## config.mk

```make
export PLATFORM = sky130hd
export DESIGN_NAME = button_debouncer
export DESIGN_NICKNAME = d
export VERILOG_FILES = /design/src/rtl/button_debouncer.sv
export SDC_FILE = /design/constraint.sdc
export NUM_CORES = 1
export LEC_CHECK = 0
export CORE_MARGIN = 5
export CORE_UTILIZATION = 48
export DETAILED_ROUTE_END_ITERATION = 12
export GPL_ROUTABILITY_DRIVEN = 0
export GPL_TIMING_DRIVEN = 1
export PLACE_DENSITY = 0.65
export SKIP_LAST_GASP = 1
export SYNTH_ARGS = -nofsm -noshare
export SYNTH_HDL_FRONTEND = slang
export SYNTH_SLANG_ARGS = --single-unit
```

## constraint.sdc

```tcl
create_clock -name clk_i -period 8.73 [get_ports clk_i]
set_input_delay 2.619 -clock clk_i [delete_from_list [all_inputs] [get_ports clk_i]]
set_output_delay 2.619 -clock clk_i [all_outputs]
set_load 0.02 [all_outputs]
```

## src/rtl/button_debouncer.sv

```systemverilog
// Per-channel push-button conditioner: synchroniser, bounce filter, debounced level
// and single-cycle press/release pulses.
module button_debouncer #(
  parameter int NUM_BUTTONS     = 4,
  parameter int DEBOUNCE_CYCLES = 1_000_000,
  parameter int SYNC_STAGES     = 2
) (
  input  logic                   clk_i,
  input  logic                   rst_i,
  input  logic [NUM_BUTTONS-1:0] buttons_i,
  output logic [NUM_BUTTONS-1:0] buttons_o,
  output logic [NUM_BUTTONS-1:0] pressed_o,
  output logic [NUM_BUTTONS-1:0] released_o
);

  localparam int CW = (DEBOUNCE_CYCLES < 1) ? 1 : $clog2(DEBOUNCE_CYCLES + 1);
  localparam logic [CW-1:0] LAST_COUNT = CW'(DEBOUNCE_CYCLES - 1);
  localparam logic [CW-1:0] ONE        = CW'(1);

  if (DEBOUNCE_CYCLES < 1) begin : g_bad_debounce
    $error("button_debouncer: DEBOUNCE_CYCLES must be >= 1");
  end
  if (SYNC_STAGES < 2) begin : g_bad_sync
    $error("button_debouncer: SYNC_STAGES must be >= 2");
  end

  for (genvar gi = 0; gi < NUM_BUTTONS; gi++) begin : g_chan
    logic [SYNC_STAGES-1:0] sync_reg;
    logic [CW-1:0]          count_reg;
    logic                   level_reg;
    logic                   pressed_reg;
    logic                   released_reg;
    logic                   sync;

    assign sync = sync_reg[SYNC_STAGES-1];

    always_ff @(posedge clk_i or posedge rst_i) begin
      if (rst_i) begin
        sync_reg <= '0;
      end else begin
        sync_reg <= {sync_reg[SYNC_STAGES-2:0], buttons_i[gi]};
      end
    end

    // The counter only runs while the synchronised pin disagrees with the
    // accepted level; any agreeing cycle throws away the partial count.
    always_ff @(posedge clk_i or posedge rst_i) begin
      if (rst_i) begin
        count_reg    <= '0;
        level_reg    <= 1'b0;
        pressed_reg  <= 1'b0;
        released_reg <= 1'b0;
      end else begin
        pressed_reg  <= 1'b0;
        released_reg <= 1'b0;
        if (sync == level_reg) begin
          count_reg <= '0;
        end else if (count_reg == LAST_COUNT) begin
          count_reg    <= '0;
          level_reg    <= sync;
          pressed_reg  <= sync;
          released_reg <= ~sync;
        end else begin
          count_reg <= count_reg + ONE;
        end
      end
    end

    assign buttons_o[gi]  = level_reg;
    assign pressed_o[gi]  = pressed_reg;
    assign released_o[gi] = released_reg;
  end

endmodule

```

## Yosys cells after proc, flatten, opt, wreduce, memory -nomap -nowiden

Cells that the tools add are included.
W data, S select, Z words.

| storage, ports and cells | value |
|---|---|
| logic and storage cells | 68 |
| output and inout port bits | 12 |
| register bits after elaboration | 100 |

| operators by class | value |
|---|---|
| reduce and logical (&&, ||, !) cells | 4 |
| bitwise logic cells | 8 |
| add/subtract/negate cells | 4 |
| equality and inequality tests | 8 |
| muxes and demuxes | 24 |

Operators with widths:

| kind | count |
|---|---|
| $mux W20 | 8 |
| $add A20 B1 Y20 const B | 4 |
| $eq A20 B20 Y1 const B | 4 |
| $mux W1 | 16 |
| $not A1 Y1 | 8 |
| $reduce_and A2 Y1 | 4 |
| $eq A1 B1 Y1 | 4 |

## Logic depth before layout (Yosys ltp)

| depth | value |
|---|---|
| depth in word-level cells | 3 |
| gate-level depth with buffers | 6 |

## Worst setup path after synthesis

Ideal clock, no wire load.

| path | value |
|---|---|
| path type | register -> output |
| start point | register g_chan[0].level_reg |
| end point | output buttons_o[0] |
| required time | 6111 ps |
| cell stages (with the launch flop) | 2 |
| data arrival time | 554 ps |
| slack | 5557 ps |
| cells stage by stage | dfrtp_1 -> buf_4 |

RTL lines:

| item | RTL line | source |
|---|---|---|
| start: declaration | 30 | `logic level_reg;` |
| start signal: assignment | 60 | `level_reg <= sync;` |
| end: declaration | 11 | `output logic [NUM_BUTTONS-1:0] buttons_o,` |

No word-level cell between the ends.

## Worst setup path after layout

| path | value |
|---|---|
| start point | register g_chan[0].level_reg |
| end point | output buttons_o[0] |

No word-level cell between the ends.

==> reports/results.env <==
OUTCOME='complete, no violations'
FINALNETCOUNT=483
HOLDCRITPATHCLASS='flop to flop'
DIE_W_UM=109
DIE_AREA_MM2=0.0120
WORSTPATHCELLLIST='clkdlybuf4s50_1'
FILL_CELLS=859
TRITONCTS.NUM_BUFFERS=9
SYN_TO_FINAL_GROWTH_PCT=9.35
DR.FIRST_ITER.DRC_COUNT=155
P_PER_AREA_mW_PER_MM2=156
NUMBER_OF_FLIP_FLOPS_UNDER_THE_LARGEST_REGISTER_NAME=80
YS_FF_LATCH=100
SLEW_HEADROOM=0.206
GLOBAL_ROUTE_WIRE_LENGTH_BEFORE_REPAIR_UM=14600
TIMING.CRITICAL_PATH.MAX_DELAY_FAMILY='buffers and inverters'
CRIT_BUF_INV=1
FINAL.SETUP.TNS_NS=0
REQUIRED_NS=6.11
CTS_SINKS=100
CTS.PATH.MAX_BUFFERS=2
PERIOD_MINUS_SLACK_NS=4.04
REMAINING_DRC_ERRORS=0
TIMING.CRITICAL_PATH.SLOWEST_STAGE_CELL='sky130_fd_sc_hd__clkdlybuf4s50_1'
MAPPEDNETLISTAREA_MM2=0.00474
SYNTH.YOSYS.WARNINGS=0
VIAS=3311
NUMBER_OF_DISTINCT_LIBRARY_CELLS_AFTER_SYNTHESIS=43
MAX-CAP-VIOLATIONS=0
SYNTH-SEQ-AREA-SHARE=0.528
CRITICAL_PATH_PEAK_FANOUT=5
REPORT.FINAL.SLEW_VIOL_COUNT=0
WORST_SLEW_PIN_SLEW_NS=1.18
GRT_REMAINING_OVERFLOW=0
TRITONCTS='built'
FMAXACHIEVABLE_MHz=248
YOSYS.AREA.TOP_TYPE_SHARE=0.528
LEAKAGE_nW=2.03
MET3_WIRELENGTH_UM=163
DRTPASS1ITERATIONS=4
GLOBAL_ROUTE_USAGE_OVER_ALL_LAYERS=0.152
DETAIL_ROUTE.WIRELENGTH.MET1_UM=4100
DIE_Y_UM=109
CLOCK_SKEWS_NS=0.0129
INITIAL_ANTENNA_VIOLATION_COUNT=0
CRITPATHCAPTURETYPE='output port'
WIRE_PER_INST_UM=13.6
CLOCK_TREE.HTREE_LEVEL_COUNT=3
SYNTH-EDFF-COUNT=0
INSERTEDDIODECOUNT=0
CTS.REPAIR.RESIZED=0
YOSYSMOSTFREQUENTCELL='sky130_fd_sc_hd__dfrtp_1'
CLK_TRANSITION_REPORTED_PATHS_NS=0.10
HIGHEST_LAYER='met4'
FINALCRITPERIODSHARE=0.463
CRITICAL_PATH.MAX_STAGE_DELAY_NS=0.63
LAYOUT_CELL_SHARE_WITH_DRIVE_STRENGTH_BEYOND_1=0.0753
FINALHOLDVIOLATIONS=0
ROUTED_VIA_DENSITY=5.42
PORTBUFFERS=17
IO_PINS=18
POSTCTSHOLDBUFS=0
CLOCK_INSERTION_DELAY_WORST_SKEW_NS=0.36
SETUP_REPAIR_AFTER_GLOBAL_ROUTING_MISSED_ITS_MARGIN='false'
POSTCTSSETUPREPAIRBUFS=0
CP_DATA_ARRIVAL_TIME_NS=1.42
DESIGN.CORE.AREA_MM2=0.00968
YS_ASYNC_SR_FRACTION=1.00
SETUP-VIOLATIONS-FINAL=0
DETAIL-ROUTE-ANTENNA-NETS=0
NUM_ROWS=36
NETLIST_TOP_CELLS_AREA='sky130_fd_sc_hd__dfrtp_1, sky130_fd_sc_hd__xnor2_1, sky130_fd_sc_hd__nor2_1'
FIRST_GLOBAL_VIAS=3212
NUMBER_OF_CELLS_PRODUCED_BY_SYNTHESIS=461
DETAILEDPLACEMENTHPWL_UM=5620
WHS_NS=0.356
TOTALWIRELENGTH_UM=8300
SETUP.WORST_PATH.CLASS='flop to output port'
POST_SYNTHESIS_CELL_TYPE_WITH_THE_LARGEST_COMBINED_AREA='sky130_fd_sc_hd__dfrtp_1'
POST_SYNTH.CELL_AREA_AVG_UM2=10.3
SYNTH.NET_COUNT=471
CRITPATHLAUNCHTYPE='flop'
POSTSYNTH.TOPFLOPCELL='sky130_fd_sc_hd__dfrtp_1'
SYNTH.TOP_CELLS.BY_COUNT='sky130_fd_sc_hd__dfrtp_1, sky130_fd_sc_hd__nor2_1, sky130_fd_sc_hd__xnor2_1, sky130_fd_sc_hd__nand3_1, sky130_fd_sc_hd__nor4_1'
GRT_START_MAX_NET_PINS=52
CLK_ROOT_BUFFER_CELL='sky130_fd_sc_hd__clkbuf_8'
POWER.IR.VDD_WORST_uV=70.7
MET2_LENGTH_UM=3930
STARTING_DENSITY=0.489
## metrics by stage
step	instances	setup slack (ns)	cell area (µm²)	utilization	power (mW)
6_report	611	4.69	5180	0.535	0.806
5_1_grt	611	4.64	5180	0.535	0.841
4_1_cts	611	4.66	5180	0.535	0.818
3_5_place_dp	595	4.50	4970	0.514	0.512
3_3_place_gp	595	4.53	4970	0.514	0.511
2_1_floorplan	461	3.49	4740	-	0.502
## worst paths after layout
check	slack [ns]	to	startpoint	cells after the start
setup / recovery	4.69	buttons_o[0]	g_chan[0].level_reg$_DFFE_PP0P_	1
hold / removal	0.36	g_chan[2].sync_reg[1]$_DFF_PP0_	g_chan[2].sync_reg[0]$_DFF_PP0_	0
setup reg to reg	6.33	g_chan[0].released_reg$_DFF_PP0_	g_chan[0].count_reg[8]$_DFF_PP0_	4
hold reg to reg	0.36	g_chan[2].sync_reg[1]$_DFF_PP0_	g_chan[2].sync_reg[0]$_DFF_PP0_	0
max in group asynchronous	5.00	g_chan[0].sync_reg[0]$_DFF_PP0_	rst_i	3
min in group asynchronous	2.69	g_chan[1].released_reg$_DFF_PP0_	rst_i	2
## cell usage in the layout (no fill, tap or decap), drive strengths merged, types with 2 or more instances in the layout
master,netlist,final
o31ai,4,4
xor2,16,16
xnor2,41,41
buf,13,2
dfrtp,100,100
o2111a,2,2
a211oi,2,2
nor3,15,15
inv,15,18
ha,4,4
nand3,25,25
mux2i,2,2
o21ai,9,9
clkinv,0,2
nand4b,2,2
nor4bb,2,2
clkbuf,5,9
or4,7,7
and3,13,13
nor4,20,20
or3,8,8
or2,7,7
clkdlybuf4s50,0,17
nor3b,8,8
mux2,4,4
nor2,71,71
nand4,19,19
and4,2,2
and2,5,5
o221ai,4,4
nand2,18,18
a31o,2,2
a21oi,12,12
## metal layers
layer,vias up,GRT usage
met5,-,0
met4,0,0.0534
met3,9,0.0252
met2,30,0.239
met1,1620,0.215
li1,1652,-
## worst reg2reg max path: cells and delay by family, from the launching register on
family	cells	cell delay, ns
DFF	1	0.47
and+or+nand+nor	4	1.77
## final cells by class
class	instances	area (µm²)	share of cell area
Clock inverter	7	81.3	0.0157
Inverter	15	58.8	0.0114
Timing Repair Buffer	19	185	0.0358
Tap cell	133	166	0.0321
Multi-Input combinational cell	328	2060	0.398
Sequential cell	100	2500	0.483
Clock buffer	9	124	0.0239
## power by group
group,internal (mW),switching [mW]
Sequential,0.469,0.00615
Clock,0.137,0.167
Combinational,0.00825,0.0184
Total,0.614,0.192
## cells by family after synthesis
family                   share of synthesized area
multiplexers                                0.0145
flip-flops                                   0.528
AND/OR/NAND/NOR                              0.247
XOR/XNOR                                     0.105
AO/OA/AOI/OAI                               0.0573
adder cells (fa/ha/maj)                     0.0106
buffers and inverters                       0.0365
No activity file was read; power rests on OpenSTA's default activity.
==> patch 1, RTL diff (same settings) <==
Make the reset (`rst_i`) synchronous in 2 clocked blocks.
--- a/src/rtl/button_debouncer.sv
+++ b/src/rtl/button_debouncer.sv
@@ -35,5 +35,5 @@
     assign sync = sync_reg[SYNC_STAGES-1];
 
-    always_ff @(posedge clk_i or posedge rst_i) begin
+    always_ff @(posedge clk_i) begin
       if (rst_i) begin
         sync_reg <= '0;
@@ -45,5 +45,5 @@
     // The counter only runs while the synchronised pin disagrees with the
     // accepted level; any agreeing cycle throws away the partial count.
-    always_ff @(posedge clk_i or posedge rst_i) begin
+    always_ff @(posedge clk_i) begin
       if (rst_i) begin
         count_reg    <= '0;
Behaviour: same outputs for any inputs over 10 cycles, from zero or initial values and one cycle with rst_i high; that may be too few to reach the edited logic, so the function may still have changed.
==> patch 1 against the original RTL <==
  * Sequential cell count did not move
  * Area after synthesis fell by 7.4%
  * Final area fell by 7.5%
  * Non-clock buffer count did not move
  * First-iteration DRC count fell by 19%
  * Routed wire length fell by 2.6%
  * Worst setup slack got worse by 0.44 ns
Power is not compared: it rests on default switching activity, and its combinational part moved more than twofold at a synthesized area within 25%.
==> patch 1: results (changes against the original RTL) <==
Vias=3427 (+3.5%); Reg-to-Reg Start=g_chan[0].count_reg[15]$_SDFF_PP0_; Netlist cell types=36 (-16%); initial DRC count=126 (-19%); slowest stage delay, CP=1.03 ns (+0.40 ns); Hold Crit Start=g_chan[3].sync_reg[0]$_SDFF_PP0_; register area share after synthesis=45.7% (-7.2 points); status=completed; CP delay by family, top=compound AO/OA/AOI/OAI gates; Critical Path Sink Type=flop; Critical path origin=rst_i; buffers inserted during post-CTS setup optimization=0 (unchanged); Most used DFF post-synth=dfxtp_1; DP Wirelength=5590 um (-0.48%); CP Max Fanout=26 (+21); async set-or-reset flop fraction in the synthesized netlist=0% (-100 points); Max H-tree Level=3 (unchanged); area share of the largest cell type after synthesis=45.7% (-7.2 points); # fillers=814 (-5.2%); relative slew slack=19.5% (-1.1 points); vias in the first global route=3164 (-1.5%); largest net degree at the start of global routing=27 (-48%); Final WS setup=4.25 ns (-0.444 ns); Synth area leaders=dfxtp_1, xnor2_1, xor2_1; WHS Endpoint=g_chan[3].sync_reg[1]$_SDFF_PP0_; top cells by count, synth=dfxtp_1, nor2_1, a21oi_1, nand3_1, nand2_1; Layout Nets=509 (+5.4%); first-pass GRT wire length=14300 um (-2.3%); pre-CTS setup slack=3.84 ns (-0.657 ns); syn nets=504 (+7.0%); routed len/inst=13.2 um (-2.6%); hold depth=1 (+1); layout cell share with drive strength beyond 1=5.17% (-2.4 points); dpl cell area=4550 um^2 (-8.5%); Post-synth EDFFs=0 (unchanged); reg2reg setup slack=6.41 ns (+0.08 ns); critical path endpoint=g_chan[0].count_reg[19]$_SDFF_PP0_; GR Util All Layers=15.2% (-0.072 points)
-- patch 1: final cells by class --
cell class              count  area, um^2  share of cell area [%]
clock buffers              10         138                    2.87
clock inverters             5         100                    2.09
inverters                  12        45.0                   0.941
multi-input cells         357        2180                    45.6
flip-flops and latches    100        2000                    41.8
well taps                 108         135                    2.82
repair buffers             19         185                    3.87
-- patch 1: power groups by stage --
stage          clock, uW  combinational [uW]  sequential, uW
2_1_floorplan          0                6.74             470
3_3_place_gp           0                10.5             470
3_5_place_dp           0                10.6             470
4_1_cts              359                10.7             459
5_1_grt              379                11.7             460
6_report             348                10.5             459
-- patch 1: stage by stage --
step                      hold WS [ns]  total power, uW  std cells
final                            0.441              818        611
after CTS                        0.442              829        611
after global placement           0.423              481        596
after global routing             0.459              851        611
after floorplan                  0.413              476        494
after detailed placement         0.422              481        596
-- patch 1: layer usage --
layer	part of all wire (%)	vias to the layer above	track usage (%)
li1	-	1764	-
met1	48	1608	19.6
met2	47	44	25.4
met3	2.9	11	3.85
met4	1.4	0	4.07
met5	0	-	0
-- patch 1: cell families after synthesis --
| kind of cell | Yosys count | synth area share, % |
|---|---|---|
| AO/OA/AOI/OAI | 66 | 8.73 |
| adder cells (fa/ha/maj) | 4 | 1.14 |
| buffers and inverters | 37 | 4.54 |
| XOR/XNOR | 48 | 9.59 |
| AND/OR/NAND/NOR | 239 | 30.3 |
| flip-flops | 100 | 45.7 |
-- patch 1: worst reg2reg max path: stages, from the launching register on --
cell	delay (ns)
dfxtp_1	0.36
nor4b_1	0.44
nand4_1	0.19
o21ai_1	0.96
o21ba_2	0.27
==> patch 2, RTL diff (same settings) <==
Made on the original files. Set the parameter `NUM_BUTTONS` to 6 (it was 4).
--- a/src/rtl/button_debouncer.sv
+++ b/src/rtl/button_debouncer.sv
@@ -2,5 +2,5 @@
 // and single-cycle press/release pulses.
 module button_debouncer #(
-  parameter int NUM_BUTTONS     = 4,
+  parameter int NUM_BUTTONS     = 6,
   parameter int DEBOUNCE_CYCLES = 1_000_000,
   parameter int SYNC_STAGES     = 2
Interface: changed (resized buttons_i, buttons_o, pressed_o and released_o); port bits go from 18 to 26. No check against the original RTL was run, so the function may have changed too.
==> patch 2 against the original RTL <==
  * Worst setup slack got worse by 0.071 ns
  * Area after synthesis increased by 50%
  * Clock power increased to 2.5 times the old value
  * Final area increased by 55%
  * Routed wire length increased by 54%
  * Hold slack got worse by 0.0070 ns
  * Via count increased by 53%
  * Sequential cell count increased by 50
  * Cell count increased by 49%
  * Highest routed layer unchanged
  * Power increased by 90%
==> patch 2: results (changes against the original RTL) <==
status=completed; layout cell share with drive strength beyond 1=8.78% (+1.2 points); PD cells=190 nW/um^2 (+22%); Comb pwr share=2.7% (-0.6 points); DP Wirelength=8430 um (+50%); # fillers=1247 (+45%); met1 GRT Util=18.2% (-3.3 points); max reg flops=120 (+50%); Max H-tree Level=4 (+1); met2 Usage GRT=26.7% (+2.8 points); Layout Nets=730 (+51%); register area share after synthesis=52.7% (-0.14 points); Non-clock buffering overhead=3.48% (-0.095 points); #MultiIn Comb=494 (+51%); Synth area leaders=dfrtp_1, xnor2_1, nor2_1; Critical Path AT=4.51 ns (+3.09 ns); WHS Endpoint=g_chan[5].sync_reg[1]$_DFF_PP0_; largest net degree at the start of global routing=83 (+60%); Clock Latency Late Sink=0.43 ns (+0.07 ns); Reg-to-Reg Start=g_chan[4].count_reg[15]$_DFF_PP0_; ClkCell Share=7.82% (+3.9 points); Storage cell area=3750 um^2 (+50%); initial DRC count=262 (+69%); Non-CTS buffers=29 (+10); PortBufs=25 (+8); Netlist cell types=47 (+9.3%); Critical path origin=rst_i; Vias=5069 (+53%); CP Max Fanout=82 (+77); Inverters excl. clock=24 (+9); routed len/inst=14.0 um (+2.9%); multi-input combinational cell area=3060 um^2 (+49%); Int Power=1200 uW (+95%); area share of the largest cell type after synthesis=52.7% (-0.14 points); worst r2r dst=g_chan[4].count_reg[6]$_DFF_PP0_; Least-Margin Pin Slew=1.02 ns (-0.164 ns)
patch 2: changes by cell type in the layout (fill, tap and decap cells not counted), sizes merged, moves of 13 or more:
cell	before	now
nand2	18	36
xor2	16	30
or4	7	26
o31ai	4	17
or3	8	25
o21ai	9	29
dfrtp	100	150
nand3	25	44
a21oi	12	43
patch 2: cell families after synthesis:
family                     synth area share, %
DFF                                       52.7
muxes                                     1.00
xor gates and xnor gates                  8.73
and+or+nand+nor                           24.6
adders and majority gates                 1.05
AOI/OAI and AO/OA                         7.61
buffers and inverters                     4.29
patch 2: per-stage QoR:
step	cell area, um^2	std cells	setup slack (ns)	utilization (%)	hold WS, ns
floorplan	7120	704	2.07	-	0.331
global placement	7420	881	4.11	51.1	0.334
detailed placement	7420	881	4.06	51.1	0.338
CTS	8050	913	4.51	55.4	0.352
global route	8050	913	4.24	55.4	0.356
finish	8050	913	4.62	55.4	0.349
patch 2: critical path, cell delays in order:
cell and delay (ns):
clkdlybuf4s50_1 0.47, inv_6 0.45, buf_4 0.88
